<file path="src/rtl/env_sweep_scheduler.sv">
// Owns the single environment write port: grants it to initializer writes during
// setup, and during the game phase raster-sweeps every grid cell once per game tick.
module env_sweep_scheduler #(
    parameter int X_bits    = 8,
    parameter int Y_bits    = 7,
    parameter int X_MAX     = 159,
    parameter int Y_MAX     = 119,
    parameter int CACHE_LAT = 2
) (
    input  logic              clk,
    input  logic              RESET_SIM,
    input  logic              run,
    input  logic              pause,
    input  logic              game_tick,
    input  logic              setup_req,
    input  logic [X_bits-1:0] setup_x,
    input  logic [Y_bits-1:0] setup_y,
    output logic              setup_gnt,
    output logic [X_bits-1:0] loc_x,
    output logic [Y_bits-1:0] loc_y,
    output logic              write_flag,
    output logic              sweep_busy,
    output logic              sweep_done,
    output logic              tick_overrun,
    output logic [15:0]       frame_count
);

    localparam int CW = $clog2(CACHE_LAT + 1);

    typedef enum logic [2:0] {
        IDLE,
        SETUP,
        WAIT,
        WRITE,
        ADVANCE,
        DONE
    } state_t;

    state_t            state_q;
    logic [X_bits-1:0] loc_x_q;
    logic [Y_bits-1:0] loc_y_q;
    logic [CW-1:0]     wait_cnt_q;
    logic              write_flag_q;
    logic              setup_gnt_q;
    logic              sweep_busy_q;
    logic              sweep_done_q;
    logic              tick_overrun_q;
    logic [15:0]       frame_count_q;

    logic at_last_col;
    logic at_last_cell;

    assign at_last_col  = (loc_x_q == X_bits'(X_MAX));
    assign at_last_cell = at_last_col && (loc_y_q == Y_bits'(Y_MAX));

    // Strobes default low every cycle so write_flag, setup_gnt and sweep_done
    // are single-cycle pulses that only the state entered can raise.
    always_ff @(posedge clk or posedge RESET_SIM) begin
        if (RESET_SIM) begin
            state_q        <= IDLE;
            loc_x_q        <= '0;
            loc_y_q        <= '0;
            wait_cnt_q     <= '0;
            write_flag_q   <= 1'b0;
            setup_gnt_q    <= 1'b0;
            sweep_busy_q   <= 1'b0;
            sweep_done_q   <= 1'b0;
            tick_overrun_q <= 1'b0;
            frame_count_q  <= '0;
        end else begin
            write_flag_q <= 1'b0;
            setup_gnt_q  <= 1'b0;
            sweep_done_q <= 1'b0;

            if (run && game_tick && (state_q != IDLE)) begin
                tick_overrun_q <= 1'b1;
            end

            unique case (state_q)
                IDLE: begin
                    if (!run && setup_req) begin
                        state_q      <= SETUP;
                        loc_x_q      <= setup_x;
                        loc_y_q      <= setup_y;
                        write_flag_q <= 1'b1;
                        setup_gnt_q  <= 1'b1;
                    end else if (run && !pause && game_tick) begin
                        state_q      <= WAIT;
                        loc_x_q      <= '0;
                        loc_y_q      <= '0;
                        wait_cnt_q   <= CW'(CACHE_LAT);
                        sweep_busy_q <= 1'b1;
                    end
                end
                SETUP: begin
                    state_q <= IDLE;
                end
                WAIT: begin
                    // Address has been stable for CACHE_LAT cycles once the count hits 1.
                    if (wait_cnt_q == CW'(1)) begin
                        state_q      <= WRITE;
                        write_flag_q <= 1'b1;
                    end else begin
                        wait_cnt_q <= wait_cnt_q - CW'(1);
                    end
                end
                WRITE: begin
                    state_q <= ADVANCE;
                end
                ADVANCE: begin
                    if (!run) begin
                        state_q      <= IDLE;
                        loc_x_q      <= '0;
                        loc_y_q      <= '0;
                        sweep_busy_q <= 1'b0;
                    end else if (!pause) begin
                        if (at_last_cell) begin
                            state_q       <= DONE;
                            sweep_done_q  <= 1'b1;
                            frame_count_q <= frame_count_q + 16'd1;
                        end else begin
                            state_q    <= WAIT;
                            wait_cnt_q <= CW'(CACHE_LAT);
                            if (at_last_col) begin
                                loc_x_q <= '0;
                                loc_y_q <= loc_y_q + Y_bits'(1);
                            end else begin
                                loc_x_q <= loc_x_q + X_bits'(1);
                            end
                        end
                    end
                end
                DONE: begin
                    state_q      <= IDLE;
                    sweep_busy_q <= 1'b0;
                end
                default: begin
                    state_q <= IDLE;
                end
            endcase
        end
    end

    assign setup_gnt    = setup_gnt_q;
    assign loc_x        = loc_x_q;
    assign loc_y        = loc_y_q;
    assign write_flag   = write_flag_q;
    assign sweep_busy   = sweep_busy_q;
    assign sweep_done   = sweep_done_q;
    assign tick_overrun = tick_overrun_q;
    assign frame_count  = frame_count_q;

endmodule

</file>
<file path="config.mk">
export PLATFORM = sky130hd
export DESIGN_NAME = env_sweep_scheduler
export DESIGN_NICKNAME = d
export VERILOG_FILES = /design/src/rtl/env_sweep_scheduler.sv
export SDC_FILE = /design/constraint.sdc
export NUM_CORES = 1
export LEC_CHECK = 0
export CAP_MARGIN = 40
export CORE_MARGIN = 2
export CORE_UTILIZATION = 49
export DETAILED_ROUTE_END_ITERATION = 10
export PLACE_DENSITY = 0.77
export RECOVER_POWER = 100
export SLEW_MARGIN = 20
export SYNTH_ARGS = -nofsm -noshare
export SYNTH_HDL_FRONTEND = slang
export SYNTH_SLANG_ARGS = --single-unit
export TNS_END_PERCENT = 100
</file>
<file path="constraint.sdc">
create_clock -name clk -period 2.1 [get_ports clk]
set_clock_uncertainty 0.05 [all_clocks]
set_input_delay 0.42 -clock clk [delete_from_list [all_inputs] [get_ports clk]]
set_output_delay 0.42 -clock clk [all_outputs]
set_load 0.05 [all_outputs]
</file>
==> Word-level counts from Yosys, hierarchy flattened <==
Index checks and enable logic that the tools add are counted.
{ "word_totals": {"ff_bits": 41, "latchBits": 0, "ramBits": 0, "mem_bits_ro": 0, "out_inout_bits": 36, "memories": 0} }
{ "op_classes": {"addsub": 4, "n_mul": 0, "div": 0, "magnitude_cmp": 0, "n_eq_ne": 19, "shifts": 0, "n_mux": 40, "bitwise": 1, "n_reduce_logical": 19} }
{ "op_table": {"columns": ["operator", "n"], "rows": [
  ["2-to-1 mux 8 bit", 6],
  ["2-to-1 mux 7 bit", 6],
  ["2-to-1 mux 3 bit", 6],
  ["adder 16 x 1 -> 16 bit, second input constant", 1],
  ["!= test 2 bit, second input constant", 8],
  ["one-hot mux 8 bit (2 select lines)", 1],
  ["one-hot mux 7 bit (2 select lines)", 1],
  ["2-to-1 mux 2 bit", 6],
  ["!= test 3 bit, second input constant", 4],
  ["one-hot mux 3 bit (4 select lines)", 1],
  ["AND reduction 4 bit", 3],
  ["2-to-1 mux 1 bit", 10],
  ["nonzero test 3 bit", 3],
  ["adder 8 x 1 -> 8 bit, second input constant", 1],
  ["== test 8 bit, second input constant", 1],
  ["adder 7 x 1 -> 7 bit, second input constant", 1],
  ["== test 7 bit, second input constant", 1],
  ["AND reduction 7 bit", 1],
  ["== test 3 x 2 -> 1 bit, second input constant", 2],
  ["== test 3 bit, second input constant", 2],
  ["logical AND 1 bit", 6],
  ["one-hot mux 2 bit (3 select lines)", 1],
  ["AND reduction 5 bit", 1],
  ["logical NOT 3 bit", 1],
  ["8 further kinds", 9]
]} }

==> Depth between registers and ports, before layout <==
{ "logic_depth": {"ltp_word": 6, "mapped_depth": 8} }

==> Worst setup path after synthesis <==
OpenSTA, ideal clock, no wires.
{ "synth_timing": {"path_type": "register -> register", "start": "reg loc_x_q[0], in the netlist loc_x[0]", "end": "reg loc_x_q[0], in the netlist loc_x[0]", "setup_time_ps": 83, "arrival_time_ps": 2171, "path_slack_ps": -204, "stages_incl_launch_ff": 8, "path_buffers": 1, "path_cell_list": "dfrtp_1 ha_1 nand4_2 or4b_4 o211ai_2 buf_6 nand2_1 o21ai_0"} }
{ "synth_via": {"elab_chain_cells": 6, "elab_cells_between_ends": 10} }
{ "synth_lines": {"columns": ["element", "line_no", "rtl"], "rows": [
  ["from (decl)", "40", "logic [X_bits-1:0] loc_x_q;"],
  ["from (signal assigned)", "83", "loc_x_q <= setup_x;"],
  ["from (signal assigned)", "128", "loc_x_q <= loc_x_q + X_bits'(1);"],
  ["adder 8 x 1 -> 8 bit or == test 8 bit (tied branches)", "128, 53", null],
  ["2-to-1 mux 8 bit", "124", "if (at_last_col) begin"],
  ["2-to-1 mux 8 bit", "117", "if (at_last_cell) begin"],
  ["2-to-1 mux 8 bit", "116", "end else if (!pause) begin"],
  ["2-to-1 mux 8 bit", "111", "if (!run) begin"],
  ["one-hot mux 8 bit (2 select lines)", "79", "unique case (state_q)"]
]} }
Several ways; a longest one is shown, not always the timed one. The select of a mux whose other input is x is not followed.
A chain may end at the register's enable or synchronous reset.

==> Worst setup path after layout <==
{ "layout_timing": {"start": "reg frame_count_q[3], in the netlist frame_count[3]", "end": "out frame_count[3]"} }
{ "layout_rtl": {"columns": ["element", "line_no", "rtl"], "rows": [
  ["from (decl)", "48", "logic [15:0] frame_count_q;"],
  ["from (signal assigned)", "120", "frame_count_q <= frame_count_q + 16'd1;"],
  ["to (decl)", "25", "output logic [15:0] frame_count"]
]} }
No word-level cell between the ends.

==> impl_metrics.csv <==
group,metric,value,unit
sta,setup_ws,0.0338,ns
cells_and_area,final_area,3220,um2
drt,detail_route.wl_per_cell,15.1,um
sta,worst_pin_slew,1.01,ns
pwr,comb_power_share,50.1,%
global_routing,grt_first_pass_wirelength,9690,um
placement,postPlaceCellArea,3150,um2
cts,cts_sinks,41,
sta,period_needed,2.07,ns
critical_path,start_kind,"flop",
critical_path,crit_slowest_cell,"clkdlybuf4s50_1",
worst_hold_path,hp-class,"reg -> reg",
yosys,synth_cell_types,57,
critical_path,cp.arrival,1.60,ns
global_routing,grt_start_max_net_pins,42,
yosys,synth-seq-area-share,45.1,%
pwr,p_int,2030,uW
placement,dp_slack,-0.219,ns
die,design.die.area,5200,um2
critical_path,critical_path_required,1.63,ns
worst_hold_path,hp-start,"tick_overrun",
die,row_count,24,
sta,fmax,484,MHz
cts,cts.clk_slew.worst_paths,0.08,ns
yosys,syn_inst,232,
drt,drc_errors,0,
placement,place_congestion,0.865,
yosys,synthArstFlopShare,100,%
drt,routed_wl,5690,um
die,ios,57,
die,die_x,72.1,um
drt,drt_first_pass_iters,4,
cts,h-tree-depth,2,
global_routing,overflow,0,
cts,post-cts-setup-buffer-count,0,
yosys,ys_warn_count,0,
yosys,yosys_most_used_dff,"dfrtp_1",
pwr,p_sw,1590,uW
critical_path,regToRegStartpoint,"loc_x[1]",
critical_path,end_kind,"primary output",
cts,cts_buffers,5,
critical_path,r2r_cells,6,
drt,vias,2142,
worst_hold_path,hold_depth,1,
critical_path,cp_max_fo,6,
pwr,pwr-share-seq,31.4,%
global_routing,grt_usage,23.6,%
critical_path,cp_num_buf_inv,1,
cells_and_area,diodes,0,
cts,cts_buffer_depth,2,
pwr,power.density,1130,nW/um2
critical_path,crit_chain,"clkdlybuf4s50_1",
drt,viasPerCell,5.67,
drt,ant_nets,0,
placement,hpwl,4210,um
pwr,switching_share,44.0,%
cts,cts_tree,"done",
global_routing,grt_pass1_vias,2095,
die,coreArea,4410,um2
critical_path,critPathTopFamily,"buffers and inverters",
pwr,vdd_drop_max,0.730,mV
die,start_util,51.5,%
cells_and_area,fin_util,72.9,%
drt,initialDrtViolationCount,89,
cts,worstSkewPairLatency,0.30,ns
sta,hold_ws,0.426,ns
sta,setup_viol,0,
placement,io_buffers,56,
critical_path,worst_path_largest_cell_delay,0.84,ns
cells_and_area,drive_gt1_share,19.6,%
yosys,synth_nets,257,
cts,clock_tree.root_cell,"clkbuf_8",
yosys,synth_edf_count,0,
cells_and_area,layout.nets,350,
sta,period_share,98.4,%
cells_and_area,final_cells,378,
yosys,syn_avg_cell_area,9.80,um2
global_routing,grt_antenna_before_repair,0,
critical_path,rrSetupSlack,0.08,ns
sta,final-hold-violation-count,0,
yosys,ys_ff_latch,41,
pwr,clockPowerShare,18.5,%
cells_and_area,syn_to_final_growth,41.5,%
worst_hold_path,min_to,"tick_overrun",
yosys,netlist_area,2270,um2
run_status,status,"finished, final reports clean",
job,drv_cap,0,
sta,slew_viol_final,0,
pwr,p_leak,0.00137,uW
die,die_h,72.1,um
critical_path,reg2reg_to,"loc_x[3]",
sta,slew_headroom,32.5,%
placement,place_inst,369,
critical_path,critPathKind,"reg -> out",
[area by class of cell]
type,instances,area [um2]
timing repair buffer,95,777
multi-input combinational,174,1190
clock buffer,6,82.6
inverter,8,30.0
sequential,41,1030
tap,52,65.1
clock inverter,2,37.5
fill,349,1200
[flip-flops by register name (all words and copies together) (netlist names)]
| register | count |
|---|---|
| frame_count | 16 |
| setup_gnt | 1 |
| sweep_busy | 1 |
| loc_x | 8 |
| wait_cnt_q | 2 |
| write_flag | 1 |
| sweep_done | 1 |
| state_q | 3 |
| tick_overrun | 1 |
| loc_y | 7 |
[Yosys cell counts, drive strengths merged, types with 3 or more instances]
library cell  instances  area share (%)
a31oi                 5             1.4
and2                  3            0.83
nor3                  6             1.5
o2bb2ai               5             1.9
a32oi                 3             2.0
nand2                24             4.3
nand4                 7             2.2
inv                   8             1.3
o21ai                19             4.3
xnor2                13             5.0
dfrtp                41              45
buf                   7             2.1
nor3b                 3            0.99
nor2                 11             1.9
nand2b                3            0.83
and4                  4             1.5
and3                  4             1.1
ha                    4             2.2
a21oi                13             2.9
nand3                11             2.4
clkbuf                3            0.50
[layer usage]
metal  GRT usage [%]  vias up  wire length (um)
met5               0        -                 0
met4            5.66        0                61
met3            4.44        7               230
met2            40.1       58              2770
met1            31.3     1033              2630
li1                -     1044                 -
[worst reg2reg max path, stage by stage (launching register included)]
cell and delay (ns):
dfrtp_2 0.41, ha_4 0.16, nand4_2 0.13, or4b_4 0.61, o211ai_4 0.30, o21bai_1 0.16
o2bb2ai_1 0.12
[power groups by stage]
stage	Combinational, uW	Clock (uW)	Sequential (uW)
global placement	1860	0	1150
detailed placement	1890	0	1150
floorplan	671	0	1660
finish	1820	669	1140
CTS	1900	682	1140
global route	1960	716	1170
[how the worst max path moves through the flow]
| stage | startpoint | to | slack (ns) | cells past startpoint |
|---|---|---|---|---|
| floorplan | loc_x[3] | loc_x[4] | 0.01 | 5 |
| global placement | run | loc_y[2] | -0.18 | 8 |
| detailed placement | run | loc_y[3] | -0.22 | 8 |
| CTS | loc_x[6] | loc_x[6] | 0.009 | 2 |
| global route | loc_x[1] | loc_y[3] | -0.01 | 8 |
| finish | frame_count[3] | frame_count[3] | 0.03 | 1 |
[through the flow]
step	power, uW	setup TNS [ns]
6_report	3620	0
5_1_grt	3850	-0.0124
4_1_cts	3720	0
3_5_place_dp	3040	-4.28
3_3_place_gp	3010	-3.54
2_1_floorplan	2330	0
[cell usage in the layout (no fill, tap or decap), drive strengths merged, types with 4 or more instances in the layout]
cell | Yosys | routed
a21oi | 13 | 13
a31oi | 5 | 5
and3 | 4 | 4
and4 | 4 | 4
buf | 7 | 33
clkbuf | 3 | 22
clkdlybuf4s50 | 0 | 38
dfrtp | 41 | 41
dlygate4sd3 | 0 | 8
ha | 4 | 4
inv | 8 | 8
nand2 | 24 | 24
nand3 | 11 | 11
nand4 | 7 | 7
nor2 | 11 | 11
nor3 | 6 | 6
o21ai | 19 | 19
o2bb2ai | 5 | 5
xnor2 | 13 | 13
[what timing repair did]
item | 4_1_cts | 5_1_grt
gates resized for setup | 1 | 9
cloned | 0 | 1
hold buffers | 0 | 0
endpoints found under the setup margin | 1 | 12
pin swaps | 0 | 1
[cell families (layout without fill, tap and decap cells)]
logic type	Yosys count	in the layout	synth area share, %
fa+ha+maj	4	4	2.20
buf+inv	18	111	3.96
compound gates	62	63	18.6
xor+xnor	15	15	5.78
simple gates	90	90	23.2
mux	2	2	1.15
flops	41	41	45.1
(Power assumes the default switching activity.)
